[src/rtl/inv_rr_arbiter.sv]
// Round-robin arbiter sharing one external inverter bank among N_REQ requesters.
// Define INV_RR_ARBITER_FIXED_PRIO_EN for fixed lowest-index-wins priority.
module inv_rr_arbiter #(
    parameter int N_REQ = 4,
    parameter int WIDTH = 8,
    localparam int IW   = $clog2(N_REQ)
) (
    input  logic                   clk,
    input  logic                   rst,
    input  logic [N_REQ-1:0]       req_valid,
    input  logic [N_REQ*WIDTH-1:0] req_data,
    output logic [N_REQ-1:0]       req_ready,
    output logic [WIDTH-1:0]       inv_a,
    input  logic [WIDTH-1:0]       inv_y,
    output logic                   rsp_valid,
    input  logic                   rsp_ready,
    output logic [WIDTH-1:0]       rsp_data,
    output logic [IW-1:0]          rsp_id
);

    logic          stall;
    logic          hit;
    logic          grant;
    logic [IW-1:0] win;
    int            idx;

`ifndef INV_RR_ARBITER_FIXED_PRIO_EN
    logic [IW-1:0] ptr;
`endif

    assign stall = rsp_valid & ~rsp_ready;

    // First valid requester, scanning upward from the priority pointer.
    always_comb begin
        hit = 1'b0;
        win = '0;
        idx = 0;
        for (int k = 0; k < N_REQ; k++) begin
`ifdef INV_RR_ARBITER_FIXED_PRIO_EN
            idx = k;
`else
            idx = int'(ptr) + k;
            if (idx >= N_REQ) begin
                idx = idx - N_REQ;
            end
`endif
            if (!hit && req_valid[IW'(idx)]) begin
                hit = 1'b1;
                win = IW'(idx);
            end
        end
    end

    // Reset suppresses the grant so nothing in flight is captured.
    assign grant = hit & ~stall & ~rst;

    always_comb begin
        req_ready = '0;
        inv_a     = '0;
        for (int i = 0; i < N_REQ; i++) begin
            if (grant && win == IW'(i)) begin
                req_ready[i] = 1'b1;
                inv_a        = req_data[i*WIDTH +: WIDTH];
            end
        end
    end

    always_ff @(posedge clk) begin
        if (rst) begin
            rsp_valid <= 1'b0;
            rsp_data  <= '0;
            rsp_id    <= '0;
        end else if (grant) begin
            rsp_valid <= 1'b1;
            rsp_data  <= inv_y;
            rsp_id    <= win;
        end else if (rsp_ready) begin
            rsp_valid <= 1'b0;
        end
    end

`ifndef INV_RR_ARBITER_FIXED_PRIO_EN
    always_ff @(posedge clk) begin
        if (rst) begin
            ptr <= '0;
        end else if (grant) begin
            ptr <= (int'(win) == N_REQ - 1) ? '0 : win + 1'b1;
        end
    end
`endif

endmodule

[config.mk]
export PLATFORM = sky130hd
export DESIGN_NAME = inv_rr_arbiter
export DESIGN_NICKNAME = d
export VERILOG_FILES = /design/src/rtl/inv_rr_arbiter.sv
export SDC_FILE = /design/constraint.sdc
export NUM_CORES = 1
export LEC_CHECK = 0
export CORE_MARGIN = 4
export CORE_UTILIZATION = 39
export DETAILED_ROUTE_END_ITERATION = 8
export PLACE_DENSITY_LB_ADDON = 0.08
export SETUP_SLACK_MARGIN = 0.2
export SLEW_MARGIN = 5
export SYNTH_ARGS = -nofsm -noshare
export SYNTH_HDL_FRONTEND = slang
export SYNTH_SLANG_ARGS = --single-unit
[constraint.sdc]
create_clock -name clk -period 3.8 [get_ports clk]
set_input_delay 0.57 -clock clk [delete_from_list [all_inputs] [get_ports clk]]
set_output_delay 0.57 -clock clk [all_outputs]
set_load 0.1 [all_outputs]
==> results of run 1 <==
==> kinds of logic after synthesis <==
kind of cell	after synthesis	share of synthesized area, %
compound gates	36	24.9
buf+inv	19	10.5
fa+ha+maj	4	4.66
simple gates	61	35.7
flops	13	24.2
==> power by group <==
part	internal, uW	switching, uW	leakage, uW
sequential	151	12.7	0.000108
combinational	204	343	0.000693
clock	40.5	41.4	0.0000150
==> cell usage in the layout (no fill, tap or decap) <==
| master | n |
|---|---|
| and2_1 | 4 |
| nor2b_1 | 4 |
| dfxtp_1 | 13 |
| ha_2 | 1 |
| a21boi_2 | 1 |
| ha_1 | 2 |
| or2_1 | 1 |
| a221oi_1 | 4 |
| buf_4 | 4 |
| or3_4 | 1 |
| nand2_1 | 25 |
| a21oi_1 | 8 |
| a21oi_2 | 4 |
| clkdlybuf4s50_1 | 53 |
| a32o_2 | 1 |
| clkbuf_1 | 1 |
| o21ai_0 | 4 |
| dlymetal6s2s_1 | 4 |
| nand3_2 | 10 |
| nor2_4 | 4 |
| nor2b_2 | 2 |
| nor2_1 | 7 |
| o211ai_1 | 1 |
| and2b_2 | 1 |
| o21ai_2 | 2 |
| clkbuf_4 | 3 |
| buf_12 | 12 |
| o21ai_1 | 1 |
| a22oi_1 | 4 |
| a211oi_1 | 1 |
| inv_1 | 10 |
| a211o_1 | 4 |
| o32ai_4 | 1 |
| ha_4 | 1 |
| nor4_4 | 1 |
| nor3_2 | 1 |
==> state kept, by name, summed over array words and instances (netlist names) <==
register,cells
rsp_data,8
rsp_valid,1
ptr,2
rsp_id,2
==> worst max-delay path by stage <==
stage / to / slack, ps / start
2_1_floorplan: inv_a[3] / 300 / req_valid[2]
3_3_place_gp: inv_a[4] / 190 / req_valid[0]
3_5_place_dp: inv_a[0] / 120 / req_valid[1]
4_1_cts: inv_a[7] / 230 / req_valid[1]
5_1_grt: inv_a[5] / 410 / req_valid[0]
6_report: inv_a[7] / 590 / req_valid[0]
==> layer usage <==
metal	wire length, um	GRT usage (%)	share of wire, %
met2	1680	33.3	52
met5	0	0	0
met3	322	4.89	10
met1	1160	19.1	36
met4	42	7.74	1.3
==> layout make-up <==
class,instances,share of cell area [%]
well taps,30,1.92
multi-input cells,101,37.8
flip-flops and latches,13,13.3
repair buffers,73,43.6
inverters,10,1.92
clock buffers,4,1.35
==> metrics by stage <==
step	instance area, um2	util, %
finish	1950	76.6
global route	1950	76.6
CTS	1900	74.7
detailed placement	1870	73.5
global placement	1870	73.5
floorplan	1070	-
==> cell usage after synthesis (all sizes together) <==
| cell | instances | share of area (%) |
|---|---|---|
| nand2 | 25 | 8.7 |
| dfxtp | 13 | 24 |
| a21oi | 12 | 7.0 |
| nor2 | 11 | 6.6 |
| inv | 10 | 3.5 |
| nand3 | 10 | 9.3 |
| buf | 7 | 6.3 |
| o21ai | 7 | 4.0 |
| nor2b | 6 | 3.5 |
| a211o | 4 | 3.3 |
| a221oi | 4 | 3.3 |
| a22oi | 4 | 2.8 |
| and2 | 4 | 2.3 |
| ha | 4 | 4.7 |
| clkbuf | 2 | 0.70 |
| a211oi | 1 | 0.70 |
| a21boi | 1 | 0.70 |
| a32o | 1 | 1.0 |
| and2b | 1 | 0.70 |
| nor3 | 1 | 0.93 |
| nor4 | 1 | 2.0 |
| o211ai | 1 | 0.70 |
| o32ai | 1 | 1.5 |
| or2 | 1 | 0.58 |
| or3 | 1 | 1.0 |
==> repair_timing <==
action                     in CTS  in global routing
resized for setup               2                 10
pin swaps                       0                  4
setup buffers                   0                  1
setup endpoints to repair       8                  8
==> critical path: stages <==
cell            delay [ps]
dlymetal6s2s_1         200
nor2b_1                210
nor2_1                  60
o211ai_1               270
nor2_1                 110
ha_1                   210
and2b_2                250
a221oi_1                80
a211o_1                280
a21oi_2                190
buf_12                 200
==> metrics.txt, run 1 <==
Final WS setup=585 ps; source of the worst hold timing path=rsp_data[0]; post-route clock period utilization=84.6%; Critical Path RT=3230 ps; capturing element type of the critical path=output pin; portion of the post-synthesis area used by sequential elements=24.2%; number of instances in the synthesized netlist=133; netlist area before placement=roughly 0.0011 mm2; post-route non-filler standard cell count=231; total DRC errors in the routed layout=0; fin. max-slew vios=0; routability-driven placement congestion ratio=0.719; clock tree from TritonCTS=yes; setup TNS=0 ps; number of max-cap violations=0; post-route minimum period=about 3200 ps; fraction of layout cells with a size suffix above 1=24.9%; mean instance size in the synthesized netlist=8.08 um2; root buffer cell=clkbuf_4; clock tree buffer depth=2; clock tree skew after final layout=7.70 ps; total power divided by cell area=406 mW/mm2; slew at the pin closest to its max-slew limit=993 ps; startpoint of the lowest-slack register-to-register path=ptr[0]; number of inserted filler cells in the final layout=192; Starting Density=about 42%; final setup vio count=0; number of clock sinks=13; result of the run=finished, final reports clean; cell count after placement=226; Port Buf Inserts=69; Post-Place Worst Slack=approximately 120 ps; final antenna diode count=0; vias in the first global route=1225; total routing resource utilization after global routing=18.0%; area of the multi-input gates=738 um2; clock network latency to the later pin of the worst-skew pair=270 ps; number of cells traversed by the worst hold path=2; Relative slew margins=33.6%; residual overflow from global routing=0; number of cell rows=18; floorplan die width=60.5 um; clock transition time at the flip-flop clock pins of the worst setup and hold paths=80 ps; first-pass GRT wire length=5080 um; total number of H-tree levels=1; area of the placeable core=about 0.0025 mm2; Max Fanout on Critical Path=4; classification of the worst-slack hold path=register to register; R2R Setup Slk=2000 ps; Setup CP Type=input port to output pin; RSZ-0062 raised after global routing=false; final hold vios=0; vias after detailed routing=about 1200; number of distinct standard cells referenced by the synthesized netlist=31; total length of routed wires=3210 um; largest net degree at the start of global routing=23; Pre-Repair DR Iteration Count=4; startpoint kind of the worst setup timing path=input port; highest attainable clock frequency=311 MHz; net count of the mapped netlist=between 150 and 200; Design Power=792 uW; depth of the most critical reg-to-reg path=7; initial antenna violation count=0; IO Count=70; number of nets still failing antenna checks after routing=0; hold buffer count at cts=0; area added between synthesis and finish=81.5%; die boundary height=60.5 um; average detailed-routed wire length per instance=13.9 um; Die Footprint=0.00366 mm2; Avg Vias per Cell=roughly 5; post-DP HPWL=approximately 2600 um; #FFs+latches synth=13; area used by sequential logic in the layout=260 um2; maximum vdd ir drop=about 290 uV; endpoint of the worst hold-timing path=rsp_data[0]; hold_ws=454 ps; net count of the finished layout=253; number of warnings issued by yosys=0; number of design-rule violations left by the first detailed-router iteration=54; Static Leak=0.000816 uW; number of clock buffers inserted by TritonCTS=3; Critical Path AT=2640 ps; end of the worst register-to-register path=ptr[0]
Power figures use the tool's default switching activity.
==> run 2, diff against run 1 <==
--- a/config.mk
+++ b/config.mk
@@ -6,7 +6,7 @@
 export NUM_CORES = 1
 export LEC_CHECK = 0
 export CORE_MARGIN = 4
-export CORE_UTILIZATION = 39
+export CORE_UTILIZATION = 33
 export DETAILED_ROUTE_END_ITERATION = 8
 export PLACE_DENSITY_LB_ADDON = 0.08
 export SETUP_SLACK_MARGIN = 0.2
==> constraint.sdc (replaced) <==
create_clock -name clk -period 2.6 [get_ports clk]
set_input_delay 0.39 -clock clk [delete_from_list [all_inputs] [get_ports clk]]
set_output_delay 0.39 -clock clk [all_outputs]
set_load 0.1 [all_outputs]
==> run 2 against run 1 <==
  * Flip-flop and latch count stayed put
  * Highest routed layer unchanged
  * Clock-buffer cell count did not move
  * Critical path depth down 1
  * The run now ends with setup timing left
  * Wire length grew 18%
  * Sequential share of layout area is 1.5 points lower
  * Worst setup slack worse by 750 ps
  * Critical path type is now register to output pin
  * Total power rose by 66%
  * Register-to-register slack lost 1100 ps
  * Critical endpoint is now inv_a[5]
  * Final area rose by 15%
  * Sequential power rose by 49%
  * Non-clock buffer count is 17 higher
==> metrics.txt, run 2 (synthesized netlist as in run 1, its figures left out) <==
commonest cells after routing, fill and taps aside=clkdlybuf4s50_1, buf_4, nand2_1, buf_12, dfxtp_1; Final WS setup=-164 ps (-749 ps); violated checks=setup timing; largest net degree at the start of global routing=15 (-35%); maximum vdd ir drop=266 uV (-6.9%); slew at the pin closest to its max-slew limit=497 ps (-496 ps); number of cell rows=20 (+2); number of max-cap violations=0 (unchanged); Die Footprint=0.00423 mm2 (+16%); fraction of layout cells with a size suffix above 1=49.1% (+24 points); routability-driven placement congestion ratio=0.758 (+5.4%); hold_ws=455 ps (+1.58 ps); capturing element type of the critical path=output pin; clock tree from TritonCTS=yes; final setup vio count=8 (+8); Critical Path RT=2210 ps (-1020 ps); number of design-rule violations left by the first detailed-router iteration=40 (-26%); classification of the worst-slack hold path=register to register; IO Count=70 (unchanged); number of cells traversed by the worst hold path=2 (unchanged); Relative slew margins=66.8% (+33 points); Biggest register=rsp_data; initial antenna violation count=0 (unchanged); highest attainable clock frequency=362 MHz; R2R Setup Slk=860 ps (-1140 ps); total length of routed wires=3800 um (+18%); area used by sequential logic in the layout=265 um2 (+1.9%); Avg Vias per Cell=4.80 (-5.8%); number of inserted filler cells in the final layout=234 (+22%); leading registers by flop count=rsp_data: 8 flops, ptr: 2 flops, rsp_id: 2 flops; startpoint kind of the worst setup timing path=register; Starting Density=34.9% (-7.3 points); final hold vios=0 (unchanged); depth of the most critical reg-to-reg path=9 (+2); clock tree skew after final layout=2.45 ps (-5.24 ps); post-route minimum period=2760 ps; root buffer cell=clkbuf_4; number of clock sinks=13 (unchanged); total number of H-tree levels=1 (unchanged); Pre-Repair DR Iteration Count=4 (unchanged); flip-flop count of the largest register after layout=8 (unchanged); residual overflow from global routing=0 (unchanged); clock tree buffer depth=2 (unchanged); floorplan die width=65.1 um (+7.6%); area of the multi-input gates=886 um2 (+20%); end of the worst register-to-register path=ptr[0]; total power divided by cell area=584 mW/mm2 (+44%); fin. max-slew vios=0 (unchanged); most common cell after layout, fill and taps aside=clkdlybuf4s50_1; Max Fanout on Critical Path=4 (unchanged); endpoint of the worst hold-timing path=rsp_data[3]; final antenna diode count=0 (unchanged); Static Leak=0.000935 uW (+15%); Port Buf Inserts=69 (unchanged); vias after detailed routing=1258 (+6.8%); net count of the finished layout=270 (+6.7%); total routing resource utilization after global routing=18.3% (+0.32 points); area of the placeable core=0.00308 mm2 (+21%); RSZ-0062 raised after global routing=true; number of clock buffers inserted by TritonCTS=3 (unchanged); first-pass GRT wire length=6090 um (+20%); average detailed-routed wire length per instance=14.5 um (+4.4%); result of the run=finished, violations left; post-route clock period utilization=106%; die boundary height=65.1 um (+7.6%); source of the worst hold timing path=rsp_data[3]; Design Power=1310 uW (+66%); total DRC errors in the routed layout=0 (unchanged); clock network latency to the later pin of the worst-skew pair=280 ps (about the same); clock transition time at the flip-flop clock pins of the worst setup and hold paths=80 ps (about the same); Critical Path AT=2370 ps (-270 ps); startpoint of the lowest-slack register-to-register path=ptr[0]; Setup CP Type=register to output pin; area added between synthesis and finish=109%; vias in the first global route=1324 (+8.1%); post-DP HPWL=2930 um (+15%); number of nets still failing antenna checks after routing=0 (unchanged)
==> run 2: layout make-up <==
class / instances / area share, %
clock buffers: 4 / 1.17
flip-flops and latches: 13 / 11.8
inverters: 10 / 1.67
multi-input cells: 101 / 39.4
well taps: 44 / 2.45
repair buffers: 90 / 43.5
==> run 2: repair_timing <==
item / in CTS / in global routing
hold buffers: 0 / 0
pin swaps: 15 / 6
cloned: 0 / 1
endpoints found under the setup margin: 12 / 12
setup buffers: 3 / 2
gates resized for setup: 46 / 5
==> run 2: stage by stage <==
| stage | util [%] | cells | setup slack, ps | TNS, ps | instance area, um2 |
|---|---|---|---|---|---|
| floorplan | - | 133 | -148 | -535 | 1170 |
| global placement | 66.1 | 252 | -471 | -3750 | 2030 |
| detailed placement | 66.1 | 252 | -561 | -4850 | 2030 |
| CTS | 71.2 | 259 | -154 | -827 | 2190 |
| global route | 73.0 | 262 | -299 | -2040 | 2250 |
| finish | 73.0 | 262 | -164 | -820 | 2250 |
==> run 2: report_power, final <==
group	leakage, uW	internal (uW)	switching, uW
combinational	0.000810	380	562
sequential	0.000109	222	22.5
clock	0.0000150	59.6	65.8
total	0.000935	662	650
==> run 2: how the worst max path moves through the flow <==
stage            startpoint       end  slack, ps  cells past startpoint
2_1_floorplan  req_valid[2]  inv_a[4]       -150                      9
3_3_place_gp   req_valid[2]  inv_a[4]       -470                     11
3_5_place_dp   req_valid[2]  inv_a[4]       -560                     11
4_1_cts              ptr[0]  inv_a[7]       -150                     10
5_1_grt              ptr[0]  inv_a[5]       -300                     10
6_report             ptr[0]  inv_a[5]       -160                     10
==> run 2: critical path, cell delays in order, from the launching register on <==
cell	delay, ps
dfxtp_4	380
nor2b_4	120
nor2_2	40
o211ai_1	270
nor2_2	100
ha_2	210
and2b_2	290
a221oi_2	70
a211o_1	270
a21oi_4	180
buf_12	190
==> run 2: per-layer routing <==
layer	wire length (um)	global-route usage, %
met1	1480	19.9
met2	2080	35.5
met3	202	2.95
met4	36	6.22
met5	0	0
==> run 3, diff against run 2 <==
--- a/config.mk
+++ b/config.mk
@@ -5,6 +5,7 @@
 export SDC_FILE = /design/constraint.sdc
 export NUM_CORES = 1
 export LEC_CHECK = 0
+export ABC_CLOCK_PERIOD_IN_PS = 2600
 export CORE_MARGIN = 4
 export CORE_UTILIZATION = 33
 export DETAILED_ROUTE_END_ITERATION = 8
==> results of run 3 <==
The final DEF is identical to that of run 2; final timing and power are the same.
